## src/rtl/spram_hs.sv

```systemverilog
// spram_hs: single-port synchronous RAM with a valid/ready request port,
// byte-lane write enables, selectable read-during-write response, optional
// output register and a post-reset clear sequencer that zeroes the array.
module spram_hs #(
    parameter int DATA_WIDTH     = 16,
    parameter int DEPTH          = 8,
    parameter int ADDR_WIDTH     = $clog2(DEPTH),
    parameter int RDW_MODE       = 0,
    parameter int OUT_REG        = 0,
    parameter int CLEAR_ON_RESET = 1
) (
    input  logic                    clk,
    input  logic                    rst,
    input  logic                    req_valid,
    output logic                    req_ready,
    input  logic                    req_we,
    input  logic [ADDR_WIDTH-1:0]   req_addr,
    input  logic [DATA_WIDTH-1:0]   req_wdata,
    input  logic [DATA_WIDTH/8-1:0] req_be,
    output logic                    rsp_valid,
    output logic [DATA_WIDTH-1:0]   rsp_rdata,
    output logic                    rsp_err,
    output logic                    init_done
);
    localparam int LANES = DATA_WIDTH / 8;
    localparam logic [ADDR_WIDTH-1:0] LAST_ADDR = ADDR_WIDTH'(DEPTH - 1);
    localparam logic [ADDR_WIDTH:0]   DEPTH_W   = (ADDR_WIDTH + 1)'(DEPTH);

    typedef enum logic [1:0] {S_RESET, S_CLEAR, S_RUN} state_t;

    state_t                  state;
    state_t                  state_next;
    logic [ADDR_WIDTH-1:0]   clr_addr;
    logic [DATA_WIDTH-1:0]   mem [DEPTH];

    logic                    clearing;
    logic                    accept;
    logic                    in_range;
    logic [DATA_WIDTH-1:0]   old_word;
    logic [DATA_WIDTH-1:0]   new_word;
    logic                    rsp_fire;
    logic [DATA_WIDTH-1:0]   rsp_data;

    logic                    vld_p0;
    logic [DATA_WIDTH-1:0]   rdata_p0;
    logic                    err_p0;

    // Replace the enabled byte lanes of the stored word with the write data.
    function automatic logic [DATA_WIDTH-1:0] merge_lanes(
        input logic [DATA_WIDTH-1:0] old_w,
        input logic [DATA_WIDTH-1:0] wdata,
        input logic [LANES-1:0]      be
    );
        logic [DATA_WIDTH-1:0] res;
        res = old_w;
        for (int i = 0; i < LANES; i++) begin
            if (be[i]) res[8*i +: 8] = wdata[8*i +: 8];
        end
        return res;
    endfunction

    // A clear write happens on every rst-low edge until the last word is zeroed.
    assign clearing = (CLEAR_ON_RESET != 0) && (state != S_RUN) && !rst;
    // Requests presented while rst is sampled high are dropped entirely.
    assign accept   = req_valid && req_ready && !rst;
    assign in_range = {1'b0, req_addr} < DEPTH_W;
    assign old_word = in_range ? mem[req_addr] : '0;
    assign new_word = merge_lanes(old_word, req_wdata, req_be);
    assign rsp_fire = accept && (!req_we || (RDW_MODE != 0));
    assign rsp_data = !in_range ? '0 :
                      (req_we && (RDW_MODE == 2)) ? new_word : old_word;

    // State register.
    always_ff @(posedge clk) begin
        if (rst) state <= S_RESET;
        else     state <= state_next;
    end

    // Next-state: leave clearing on the edge that zeroes the last word.
    always_comb begin
        state_next = state;
        case (state)
            S_RESET: begin
                if ((CLEAR_ON_RESET == 0) || (clr_addr == LAST_ADDR)) state_next = S_RUN;
                else                                                  state_next = S_CLEAR;
            end
            S_CLEAR: if (clr_addr == LAST_ADDR) state_next = S_RUN;
            S_RUN:   state_next = S_RUN;
            default: state_next = S_RESET;
        endcase
    end

    // Outputs: requests are only taken once the array is initialised.
    always_comb begin
        req_ready = (state == S_RUN);
        init_done = (state == S_RUN);
    end

    // Clear counter walks 0..DEPTH-1 and restarts from 0 on any reset.
    always_ff @(posedge clk) begin
        if (rst)                         clr_addr <= '0;
        else if (clearing)               clr_addr <= (clr_addr == LAST_ADDR) ? '0 : clr_addr + 1'b1;
    end

    // Storage array: clear writes take priority, out-of-range writes are dropped.
    always_ff @(posedge clk) begin
        if (clearing)                             mem[clr_addr] <= '0;
        else if (accept && req_we && in_range)    mem[req_addr] <= new_word;
    end

    // Stage p0: capture the response; data holds while no response is issued.
    always_ff @(posedge clk) begin
        if (rst) begin
            vld_p0   <= 1'b0;
            rdata_p0 <= '0;
            err_p0   <= 1'b0;
        end else begin
            vld_p0 <= rsp_fire;
            if (rsp_fire) begin
                rdata_p0 <= rsp_data;
                err_p0   <= !in_range;
            end
        end
    end

    if (OUT_REG != 0) begin : g_out_reg
        logic                  vld_p1;
        logic [DATA_WIDTH-1:0] rdata_p1;
        logic                  err_p1;

        // Stage p1: optional extra output register, same hold behaviour.
        always_ff @(posedge clk) begin
            if (rst) begin
                vld_p1   <= 1'b0;
                rdata_p1 <= '0;
                err_p1   <= 1'b0;
            end else begin
                vld_p1 <= vld_p0;
                if (vld_p0) begin
                    rdata_p1 <= rdata_p0;
                    err_p1   <= err_p0;
                end
            end
        end

        assign rsp_valid = vld_p1;
        assign rsp_rdata = rdata_p1;
        assign rsp_err   = err_p1;
    end else begin : g_no_out_reg
        assign rsp_valid = vld_p0;
        assign rsp_rdata = rdata_p0;
        assign rsp_err   = err_p0;
    end

endmodule

```

## config.mk

```make
export PLATFORM = sky130hd
export DESIGN_NAME = spram_hs
export DESIGN_NICKNAME = d
export VERILOG_FILES = /design/src/rtl/spram_hs.sv
export SDC_FILE = /design/constraint.sdc
export NUM_CORES = 1
export LEC_CHECK = 0
export ABC_AREA = 1
export CORE_ASPECT_RATIO = 1.2
export CORE_MARGIN = 2
export CORE_UTILIZATION = 61
export CTS_CLUSTER_DIAMETER = 40
export DETAILED_ROUTE_END_ITERATION = 8
export PLACE_DENSITY = 0.82
export SYNTH_ARGS = -nofsm -noshare
export SYNTH_HDL_FRONTEND = slang
export SYNTH_SLANG_ARGS = --single-unit
export TNS_END_PERCENT = 5
```

## constraint.sdc

```tcl
create_clock -name clk -period 3.81 [get_ports clk]
set_input_delay 0.5715 -clock clk [delete_from_list [all_inputs] [get_ports clk]]
set_output_delay 0.5715 -clock clk [all_outputs]
set_load 0.01 [all_outputs]
```

* Yosys cells after proc, flatten, opt, wreduce, memory -nomap -nowiden
Memories as Yosys holds them, arrays and structs flattened.
Index checks and enable logic that the tools add are counted.
** Storage, ports and cells
- Output and inout port bits :: 20
- Logic and storage cells :: 34
- Memory bits (writable) :: 128
- Memories kept :: 1
- Input bits :: 25
- Register bits :: 22
** Operators by class
- Muxes and demuxes :: 14
- Equality and inequality tests :: 5
- $add $sub $neg :: 1
- Reductions and logical operators :: 9
** Memories
- mem :: depth 8, bits a word 16, rd ports 1, clocked after Yosys merged registers in 0, wr ports 1, RTL line 34 : logic [DATA_WIDTH-1:0] mem [DEPTH];
** Operators by type and width (number)
- 16-bit two-way mux :: 1
- 8-bit two-way mux :: 2
- 16-bit OR reduction :: 1
- 1-bit two-way mux :: 6
- 3-bit two-way mux :: 2
- 2-bit case mux with 3 select lines :: 1
- 1-bit logical AND :: 5
- 2-bit two-way mux :: 2
- 2-bit inequality test, second input constant :: 2
- 3-bit by 1-bit adder with 3-bit output, second input constant :: 1
- 3-bit == test, second input constant :: 1
- 2-bit by 1-bit == test with 1-bit output, second input constant :: 1
- 2-bit == test, second input constant :: 1
- 1-bit zero test :: 2
- 2-bit zero test :: 1

* Logic depth before layout (Yosys ltp)
Gate-level depths: netlist of run 1.
- Word-level depth :: 9
- Depth in mapped cells :: 10
- Depth with buffers taken out :: 9

* Worst setup path before layout of run 1
OpenSTA, ideal clock, no wires.
- Kind :: input -> register
- Start point :: input rst
- End point :: memory mem[4][0], enable pin
- Arrival :: 2.025 ns
- Buffers on the path :: 2
- Cell stages on the path :: 9
- Setup time :: 0.388 ns
- Required time :: 3.422 ns
- Slack :: 1.397 ns
- Path through :: buf_6 > inv_4 > nand2_4 > nor2_8 > nand2_4 > buf_6 > o21ai_2 > nand2_1 > nor2_1
** On the way
- Cells in the longest elaborated chain, start to end :: 8
- Elaborated cells between the ends (all ways) :: 12
- Those cells by class :: mux: 7; reduce/logical: 5
** RTL lines
- start, declared :: RTL line 13 : input logic rst,
- 1-bit zero test (*) :: RTL line 63, 65
- 1-bit logical AND :: RTL line 65 : assign accept = req_valid && req_ready && !rst;
- 1-bit logical AND :: RTL line 108 : else if (accept && req_we && in_range) mem[req_addr] <= new_word;
- 1-bit two-way mux :: RTL line 108
- 1-bit two-way mux :: RTL line 107 : if (clearing) mem[clr_addr] <= '0;
- 1-bit two-way mux (not written as such) :: RTL line 108
- 16-bit OR reduction (no source line)
- 3-bit two-way mux (no source line) or 1-bit two-way mux (tied branches)
- end, declared :: RTL line 34
Mark *: on every way between the ends. The rest lies on a longest branch, timed or not.

* Worst setup path in the final report of run 1
- Start point :: input rst
- End point :: memory mem[0][1], enable pin
Same word-level chain as after synthesis.

==> results of run 1 <==
-- tightest hold or removal path: stages, from the launching register on --
cell     delay, ns
dfxtp_1       0.34
nand2_1       0.07
a21oi_1       0.06
-- path summary, 6_finish.rpt --
kind	start	to	slack [ns]	cells past startpoint
worst max register to register	state[0]	mem[0][1]	1.33	9
worst min-delay path	state[0]	state[0]	0.52	2
worst max-delay path	rst	mem[0][1]	1.22	10
worst min register to register	state[0]	state[0]	0.52	2
-- state kept, by name (all words and copies together), names as in the netlist --
signal	flops
mem	128
rsp_rdata	16
clr_addr	3
state	2
rsp_valid	1
-- power breakdown --
part           internal, mW  total, mW  switching [mW]
clock network          1.17       1.82           0.649
logic                 0.203      0.619           0.416
registers              1.99       2.05          0.0616
-- kinds of logic after synthesis --
| logic type | synth area share |
|---|---|
| simple gates | 0.255 |
| flops | 0.661 |
| buf+inv | 0.0599 |
| compound gates | 0.0122 |
| fa+ha+maj | 0.0116 |
| other cells | 0.000579 |
-- synth_stat cells (3+ instances only) --
cell	count	area share
buf_2	14	0.011
clkbuf_1	11	0.0064
inv_1	49	0.028
nand2_1	176	0.10
buf_4	4	0.0046
nor2_1	70	0.041
buf_6	4	0.0070
a21oi_1	3	0.0023
ha_1	6	0.012
nand3_1	130	0.10
dfxtp_1	22	0.068
o21ai_0	5	0.0039
edfxtp_1	128	0.59
-- cells in the final DEF (no fill, tap or decap), types with 6 or more instances in the layout --
master,n
ha_1,6
nand3_1,130
edfxtp_1,128
clkbuf_16,17
nand2_1,176
dfxtp_1,22
clkdlybuf4s50_1,42
nor2_1,70
inv_1,49
buf_4,16
-- metrics by stage --
stage          power [mW]  hold WS (ns)  setup slack, ns  utilization  cells
3_5_place_dp         2.68         0.509            0.869        0.672    792
2_1_floorplan        2.46         0.470             1.40            -    638
6_report             4.48         0.517             1.22        0.733    824
3_3_place_gp         2.64         0.486            0.963        0.672    792
4_1_cts              4.47         0.517             1.27        0.733    824
5_1_grt              4.63         0.536             1.09        0.733    824
-- area by class of cell --
class | instances | share of cell area
clock buffer | 21 | 0.0577
clock inverter | 11 | 0.0259
inverter | 52 | 0.0259
multi-input combinational | 402 | 0.237
sequential | 150 | 0.561
tap | 129 | 0.0211
timing repair buffer | 59 | 0.0715
-- per-layer routing --
metal / vias up / track usage
met5: - / 0
met4: 0 / 0.146
met3: 65 / 0.0618
met2: 341 / 0.457
met1: 2265 / 0.399
li1: 2219 / -
==> impl_metrics.toml, run 1 <==
[timing]
setup-tns-final_ns = 0
fin_crit_ns = 2.59
finalMaxSlewViolations = 0
rsz0062_at_grt = "no"
relSlewSlack = 0.368
max_freq_mhz = 386
fin_crit_sh = 0.681
worst_pin_slew_ns = 0.947
hold_violations = 0
setup_viol = 0
fin_skew_ns = 0.00771

[detailed_routing]
top_layer = "met4"
drt_iter0_markers = 815
met2_length_mm = 7.72
wl_met1_mm = 6.15
postRouteAntennaNets = 0
route.met3.wl_mm = 1.67
wire_per_inst_um = 19.8
route.vias.total = 4890
firstDrtPassIters = 6
drc = 0
routed_via_density = 5.93
wl_mm = 16.3

[floorplanning]
die_w_um = 98.1
io_pins = 45
coreArea_um2 = 10400
die_area_um2 = 11500
die_y_um = 117
initial_core_util = 0.622
rows = 41

[cells_and_area]
area_growth_syn_to_layout_pct = 17.8
nNetsFinal = 713
drive_gt1_frac = 0.0791
diodes = 0
multiInputGateArea_um2 = 1810
fillers = 651
ff_latch_area_um2 = 4280
final_cell_area_um2 = 7630

[global_route]
gr-usage-all-layers = 0.294
grt_start_max_net_pins = 66
grt_pass1_wl_mm = 24.6
grt_pass1_vias = 4414
antenna_found_initial = 0
gr-total-overflow = 0

[placement]
post_dp_cell_area_um2 = 7000
io_buffers = 43
dp_hpwl_mm = 10.1
gp_congestion = 0.914

[logic_synthesis]
synthArstFlopShare = 0
netlist_area_um2 = 6480
ys_types = 27
synth_seq_area_share = 0.661
synth_edf_count = 128
avgSynthCellArea_um2 = 10.2
ys_ff_latch = 150
synth_ff_type = "edfxtp_1"
synth_cells = 638
yosysWarnings = 0
syn_nets = 669

[status]
status = "finished, final reports clean"

[run]
drv_cap = 0

[clock_tree]
postCtsHoldBufs = 0
htree_levels = 4
clk_latency_ns = 0.42
ctsRootBufferMaster = "clkbuf_16"
clockBufferDepth = 2
cts.clk_slew.worst_paths_ns = 0.06
cts_resized = 0
cts_inserted_buffers = 17
cts_post_setup_buffers_inserted = 0
tritoncts = "done"
clock-sinks = 150

[worst_setup_path]
endpoint_kind = "register"
cp.arrival_ns = 2.70
path_cells = "clkdlybuf4s50_1 -> buf_4 -> inv_4 -> nand2_4 -> nor2_8 -> nand2_4 -> o21ai_0 -> nand2_1 -> nor2_1 -> buf_4"
worstSetupPathType = "in2reg"
slowest_delay_ns = 0.46
crit_buf_inv = 4
cp_max_fo = 25
cp-start-kind = "input port"
cp.required_ns = 3.91
crit_family = "buffers and inverters"
worst_path_max_delay_cell = "o21ai_0"

[hold_path]
hold_class = "reg2reg"

[power]
leakage_nw = 3.18
ir_drop_uv = 354
p_per_area_nw_per_um2 = 587
Power figures use the tool's default switching activity.
==> run 2, diff against run 1 <==
--- a/config.mk
+++ b/config.mk
@@ -8,10 +8,10 @@
 export ABC_AREA = 1
 export CORE_ASPECT_RATIO = 1.2
 export CORE_MARGIN = 2
-export CORE_UTILIZATION = 61
+export CORE_UTILIZATION = 59
 export CTS_CLUSTER_DIAMETER = 40
 export DETAILED_ROUTE_END_ITERATION = 8
-export PLACE_DENSITY = 0.82
+export PLACE_DENSITY = 0.8
 export SYNTH_ARGS = -nofsm -noshare
 export SYNTH_HDL_FRONTEND = slang
 export SYNTH_SLANG_ARGS = --single-unit
==> constraint.sdc (replaced) <==
create_clock -name clk -period 2.5 [get_ports clk]
set_input_delay 0.375 -clock clk [delete_from_list [all_inputs] [get_ports clk]]
set_output_delay 0.375 -clock clk [all_outputs]
set_load 0.01 [all_outputs]
==> run 2 against run 1 <==
  * Sequential share of layout area decreased by 0.37 points
  * Via count decreased by 1.2%
  * Power increased by 50%
  * Combinational power increased by 51%
  * Core utilization decreased by 0.93 points
  * Critical path depth decreased by 1
  * Sequential power increased by 53%
  * Global-route usage decreased by 2.2 points
  * Register-to-register slack got worse by 1.1 ns
  * Non-clock buffer count increased by 7
  * First-iteration DRC count decreased by 34%
  * Largest cell class unchanged
==> impl_metrics.toml, run 2 (synthesis gave the netlist of run 1 again) <==
[hold_path]
whs_path_depth = 2
hold_start = "state[0]"
hold_class = "reg2reg"
holdPathEnd = "state[0]"

[floorplanning]
io_pins = 45
coreArea_um2 = 10600
die_area_um2 = 11800
die_y_um = 119
die_w_um = 99.7
initial_core_util = 0.610
rows = 41

[worst_setup_path]
r2r_slack_ns = 0.22
r2r_end = "mem[5][4]"
endpoint_kind = "register"
cp-start-kind = "register"
crit_buf_inv = 2
rr_worst_depth = 9
worstSetupPathDepth = 9
path_cells = "inv_1 -> ha_1 -> nand2_4 -> nor2_8 -> nand2_4 -> o21ai_0 -> nand2_1 -> nor2_1 -> buf_4"
path_common_cell = "nand2_4"
cp.required_ns = 2.61
worstSetupPathType = "reg2reg"
worst_path_max_delay_cell = "dfxtp_1"
slowest_delay_ns = 0.34
cp_max_fo = 17
crit_family = "simple AND/OR/NAND/NOR gates"
cp.arrival_ns = 2.39
r2r_start = "state[0]"

[timing]
fin_crit_ns = 2.28
fin_skew_ns = 0.00602
max_freq_mhz = 438
hold_violations = 0
relSlewSlack = 0.616
finalMaxSlewViolations = 0
hold_slack_ns = 0.529
worst_pin_slew_ns = 0.576
setup-tns-final_ns = 0
rsz0062_at_grt = "no"
setup_viol = 0
fin_crit_sh = 0.913

[power]
p_sw_mw = 1.69
power_frac_seq = 0.467
clkPwrFrac = 0.394
combPwrFrac = 0.139
ir_drop_uv = 433
leakage_nw = 3.20
swShare = 0.253
internal_power_mw = 5.02
p_per_area_nw_per_um2 = 873

[clock_tree]
clk_latency_ns = 0.42
clock-sinks = 150
postCtsHoldBufs = 0
tritoncts = "done"
cts_post_setup_buffers_inserted = 0
cts_inserted_buffers = 17
cts.clk_slew.worst_paths_ns = 0.06
htree_levels = 4
cts_resized = 0
clockBufferDepth = 2
ctsRootBufferMaster = "clkbuf_16"

[placement]
gp_congestion = 0.911
io_buffers = 43
post_dp_cell_area_um2 = 7070
dp_hpwl_mm = 9.83

[cells_and_area]
fillers = 710
nNetsFinal = 720
largest_reg_flops = 128
multiInputGateArea_um2 = 1810
mostFrequentLayoutCells = "176 x nand2_1, 130 x nand3_1, 128 x edfxtp_1, 70 x nor2_1, 49 x inv_1"
top_register = "mem"
layout_commonest_cell = "nand2_1"
drive_gt1_frac = 0.0883
final_cell_area_um2 = 7680
ff_latch_area_um2 = 4280
area_growth_syn_to_layout_pct = 18.6
diodes = 0

[detailed_routing]
firstDrtPassIters = 5
route.vias.total = 4830
routed_via_density = 5.81
postRouteAntennaNets = 0
wire_per_inst_um = 18.4
drc = 0
wl_mm = 15.3
drt_iter0_markers = 537

[global_route]
gr-total-overflow = 0
gr-usage-all-layers = 0.272
grt_start_max_net_pins = 65
grt_pass1_vias = 4686
antenna_found_initial = 0
grt_pass1_wl_mm = 24.3

[status]
status = "finished, final reports clean"

[run]
drv_cap = 0
[run 2: cell types whose count changed in the layout (fill, tap and decap cells not counted), moves of 2 or more]
cell	before	now
buf_4	16	21
clkinv_1	1	3
clkbuf_1	4	2
buf_12	0	2
[run 2: worst reg2reg max path: cells and delay by family (launching register included)]
kind / cells / cell delay (ns)
AOI/OAI and AO/OA: 1 / 0.33
buffers and inverters: 2 / 0.36
and+or+nand+nor: 5 / 0.65
adders and majority gates: 1 / 0.30
DFF: 1 / 0.34
[run 2: area by class of cell]
class | count | share of cell area
well taps | 129 | 0.0210
inverters | 52 | 0.0257
flip-flops and latches | 150 | 0.557
multi-input cells | 402 | 0.235
repair buffers | 66 | 0.0811
clock buffers | 19 | 0.0563
clock inverters | 13 | 0.0233
[run 2: how the worst max path moves through the flow]
stage / slack (ns) / to / start
after floorplan: 0.09 / mem[4][0] / state[0]
after global placement: 0.17 / mem[1][12] / rst
after detailed placement: 0.001 / mem[5][3] / rst
after CTS: 0.24 / mem[5][4] / state[0]
after global routing: 0.09 / mem[1][10] / state[0]
final: 0.22 / mem[5][4] / state[0]
[run 2: layer usage]
metal / global-route usage / vias up / wire length (um)
met2: 0.431 / 283 / 7590
met1: 0.369 / 2278 / 5700
met4: 0.0985 / 0 / 362
li1: - / 2228 / -
met5: 0 / - / 0
met3: 0.0627 / 41 / 1640
[run 2: per-stage QoR]
stage | std cells | power (mW) | utilization | worst slack (ns)
6_report | 831 | 6.71 | 0.724 | 0.217
3_3_place_gp | 799 | 4.03 | 0.666 | 0.170
5_1_grt | 831 | 6.95 | 0.724 | 0.0928
3_5_place_dp | 799 | 4.09 | 0.666 | 0.00122
2_1_floorplan | 638 | 3.75 | - | 0.0938
4_1_cts | 831 | 6.71 | 0.724 | 0.241
[run 2: power by group through the flow]
| stage | registers [mW] | clock network (mW) | logic [mW] |
|---|---|---|---|
| after floorplan | 3.16 | 0 | 0.589 |
| after global placement | 3.17 | 0 | 0.859 |
| after detailed placement | 3.18 | 0 | 0.914 |
| after CTS | 3.13 | 2.65 | 0.925 |
| after global routing | 3.15 | 2.77 | 1.03 |
| final | 3.13 | 2.64 | 0.934 |
==> run 3, diff against run 2 <==
--- a/config.mk
+++ b/config.mk
@@ -6,6 +6,7 @@
 export NUM_CORES = 1
 export LEC_CHECK = 0
 export ABC_AREA = 1
+export CAP_MARGIN = 25
 export CORE_ASPECT_RATIO = 1.2
 export CORE_MARGIN = 2
 export CORE_UTILIZATION = 59
==> constraint.sdc (replaced) <==
create_clock -name clk -period 2.6 [get_ports clk]
set_input_delay 0.39 -clock clk [delete_from_list [all_inputs] [get_ports clk]]
set_output_delay 0.39 -clock clk [all_outputs]
set_load 0.01 [all_outputs]
==> run 3 against run 2 <==
  * Sequential power fell by 4%
  * Critical path depth is the same
  * Cell area shrank 0.26%
  * Worst hold slack worse by 0.0083 ns
  * Wire length fell by 1.8%
  * Clock power fell by 14%
  * Power is 7.6% lower
  * Sequential share of layout area up 0.15 points
  * Clock skew is 0.0054 ns higher
  * Clock-buffer cell count down 2
  * Core utilization is 0.19 points lower
  * Worst setup slack gained 0.11 ns
  * Critical path type unchanged
  * Largest power group unchanged
==> impl_metrics.toml, run 3 (synthesis gave the netlist of run 1 again) <==
[detailed_routing]
wl_mm = 15.0
drc = 0
routed_via_density = 5.74
firstDrtPassIters = 6
postRouteAntennaNets = 0
wire_per_inst_um = 18.0
route.vias.total = 4782
drt_iter0_markers = 519

[worst_setup_path]
cp_max_fo = 19
worstSetupPathType = "reg2reg"
endpoint_kind = "register"
slowest_delay_ns = 0.34
crit_family = "simple AND/OR/NAND/NOR gates"
cp.arrival_ns = 2.39
worstSetupPathDepth = 9
crit_buf_inv = 2
cp.required_ns = 2.71
path_common_cell = "nand2_4"
path_cells = "inv_1 -> ha_1 -> nand2_4 -> nor2_8 -> nand2_4 -> o21ai_0 -> nand2_1 -> nor2_1 -> buf_4"
worst_path_max_delay_cell = "dfxtp_1"
cp-start-kind = "register"
r2r_slack_ns = 0.33
rr_worst_depth = 9

[placement]
io_buffers = 43
gp_congestion = 0.922
dp.cells = 801
dp_hpwl_mm = 10.0

[global_route]
gr-usage-all-layers = 0.271
grt_start_max_net_pins = 65
gr-total-overflow = 0
grt_pass1_wl_mm = 23.9
grt_pass1_vias = 4610
antenna_found_initial = 0

[floorplanning]
rows = 41
coreArea_um2 = 10600
die_w_um = 99.7
initial_core_util = 0.610
io_pins = 45
die_y_um = 119
die_area_um2 = 11800

[power]
ir_drop_uv = 473
leakage_nw = 3.19
p_per_area_nw_per_um2 = 809
power_mw = 6.20

[timing]
fin_crit_sh = 0.875
setup_viol = 0
relSlewSlack = 0.619
fin_skew_ns = 0.0115
hold_violations = 0
setup-tns-final_ns = 0
rsz0062_at_grt = "no"
max_freq_mhz = 440
worst_pin_slew_ns = 0.571
finalMaxSlewViolations = 0
fin_crit_ns = 2.27

[run]
drv_cap = 0

[clock_tree]
clock-sinks = 150
cts.clk_slew.worst_paths_ns = 0.06
cts_post_setup_buffers_inserted = 0
cts_resized = 0
postCtsHoldBufs = 0
clk_latency_ns = 0.43
cts_inserted_buffers = 17
clockBufferDepth = 2
ctsRootBufferMaster = "clkbuf_16"
tritoncts = "done"
htree_levels = 4

[cells_and_area]
drive_gt1_frac = 0.0909
layout_commonest_cell = "nand2_1"
fin_cells = 833
largest_reg_flops = 128
nNetsFinal = 722
top_register = "mem"
fillers = 715
diodes = 0
mostFrequentLayoutCells = "176 x nand2_1, 130 x nand3_1, 128 x edfxtp_1, 70 x nor2_1, 49 x inv_1"
area_growth_syn_to_layout_pct = 18.3

[hold_path]
whs_path_depth = 2
hold_class = "reg2reg"

[status]
status = "finished, final reports clean"
==> run 3: changes by cell type in the layout (fill, tap and decap cells not counted) <==
cell       previous run  this run
buf_12                2         4
clkbuf_1              2         0
bufinv_16             4         1
clkinv_4              1         3
inv_6                 2         4
clkinv_2              2         1
clkinv_1              3         5
==> run 3: final timing paths <==
kind	from	end
max	state[0]	mem[4][8]
min	state[0]	state[0]
max reg2reg	state[0]	mem[4][8]
min reg2reg	state[0]	state[0]
==> run 3: tightest hold or removal path: stages (launching register included) <==
cell and delay [ns]:
dfxtp_1 0.34, nand2_1 0.08, a21oi_1 0.05
==> run 3: layer usage <==
layer	vias to the layer above	share of wire	GRT usage
met5	-	0	0
met4	0	0.014	0.0830
met3	21	0.11	0.0846
met2	295	0.48	0.414
met1	2229	0.40	0.375
li1	2237	-	-
==> run 3: layout make-up <==
class | instances | area (um2) | share of cell area
Sequential cell | 150 | 4280 | 0.559
Multi-Input combinational cell | 402 | 1810 | 0.236
Timing Repair Buffer | 68 | 663 | 0.0865
Clock buffer | 17 | 425 | 0.0555
Inverter | 52 | 198 | 0.0258
Tap cell | 129 | 161 | 0.0211
Clock inverter | 15 | 126 | 0.0165
==> run 3: stage by stage <==
stage / utilization / instance area, um2 / hold WS (ns) / worst slack (ns)
6_report: 0.722 / 7660 / 0.521 / 0.326
5_1_grt: 0.722 / 7660 / 0.558 / 0.152
4_1_cts: 0.722 / 7660 / 0.522 / 0.368
3_5_place_dp: 0.670 / 7110 / 0.508 / 0.190
3_3_place_gp: 0.670 / 7110 / 0.490 / 0.238
2_1_floorplan: - / 6480 / 0.470 / 0.194
==> run 3: power by group <==
part	leakage [nW]	switching, mW	internal, mW
Combinational	1.49	0.589	0.323
Sequential	1.44	0.102	2.91
Clock	0.265	0.963	1.31
Total	3.19	1.65	4.55
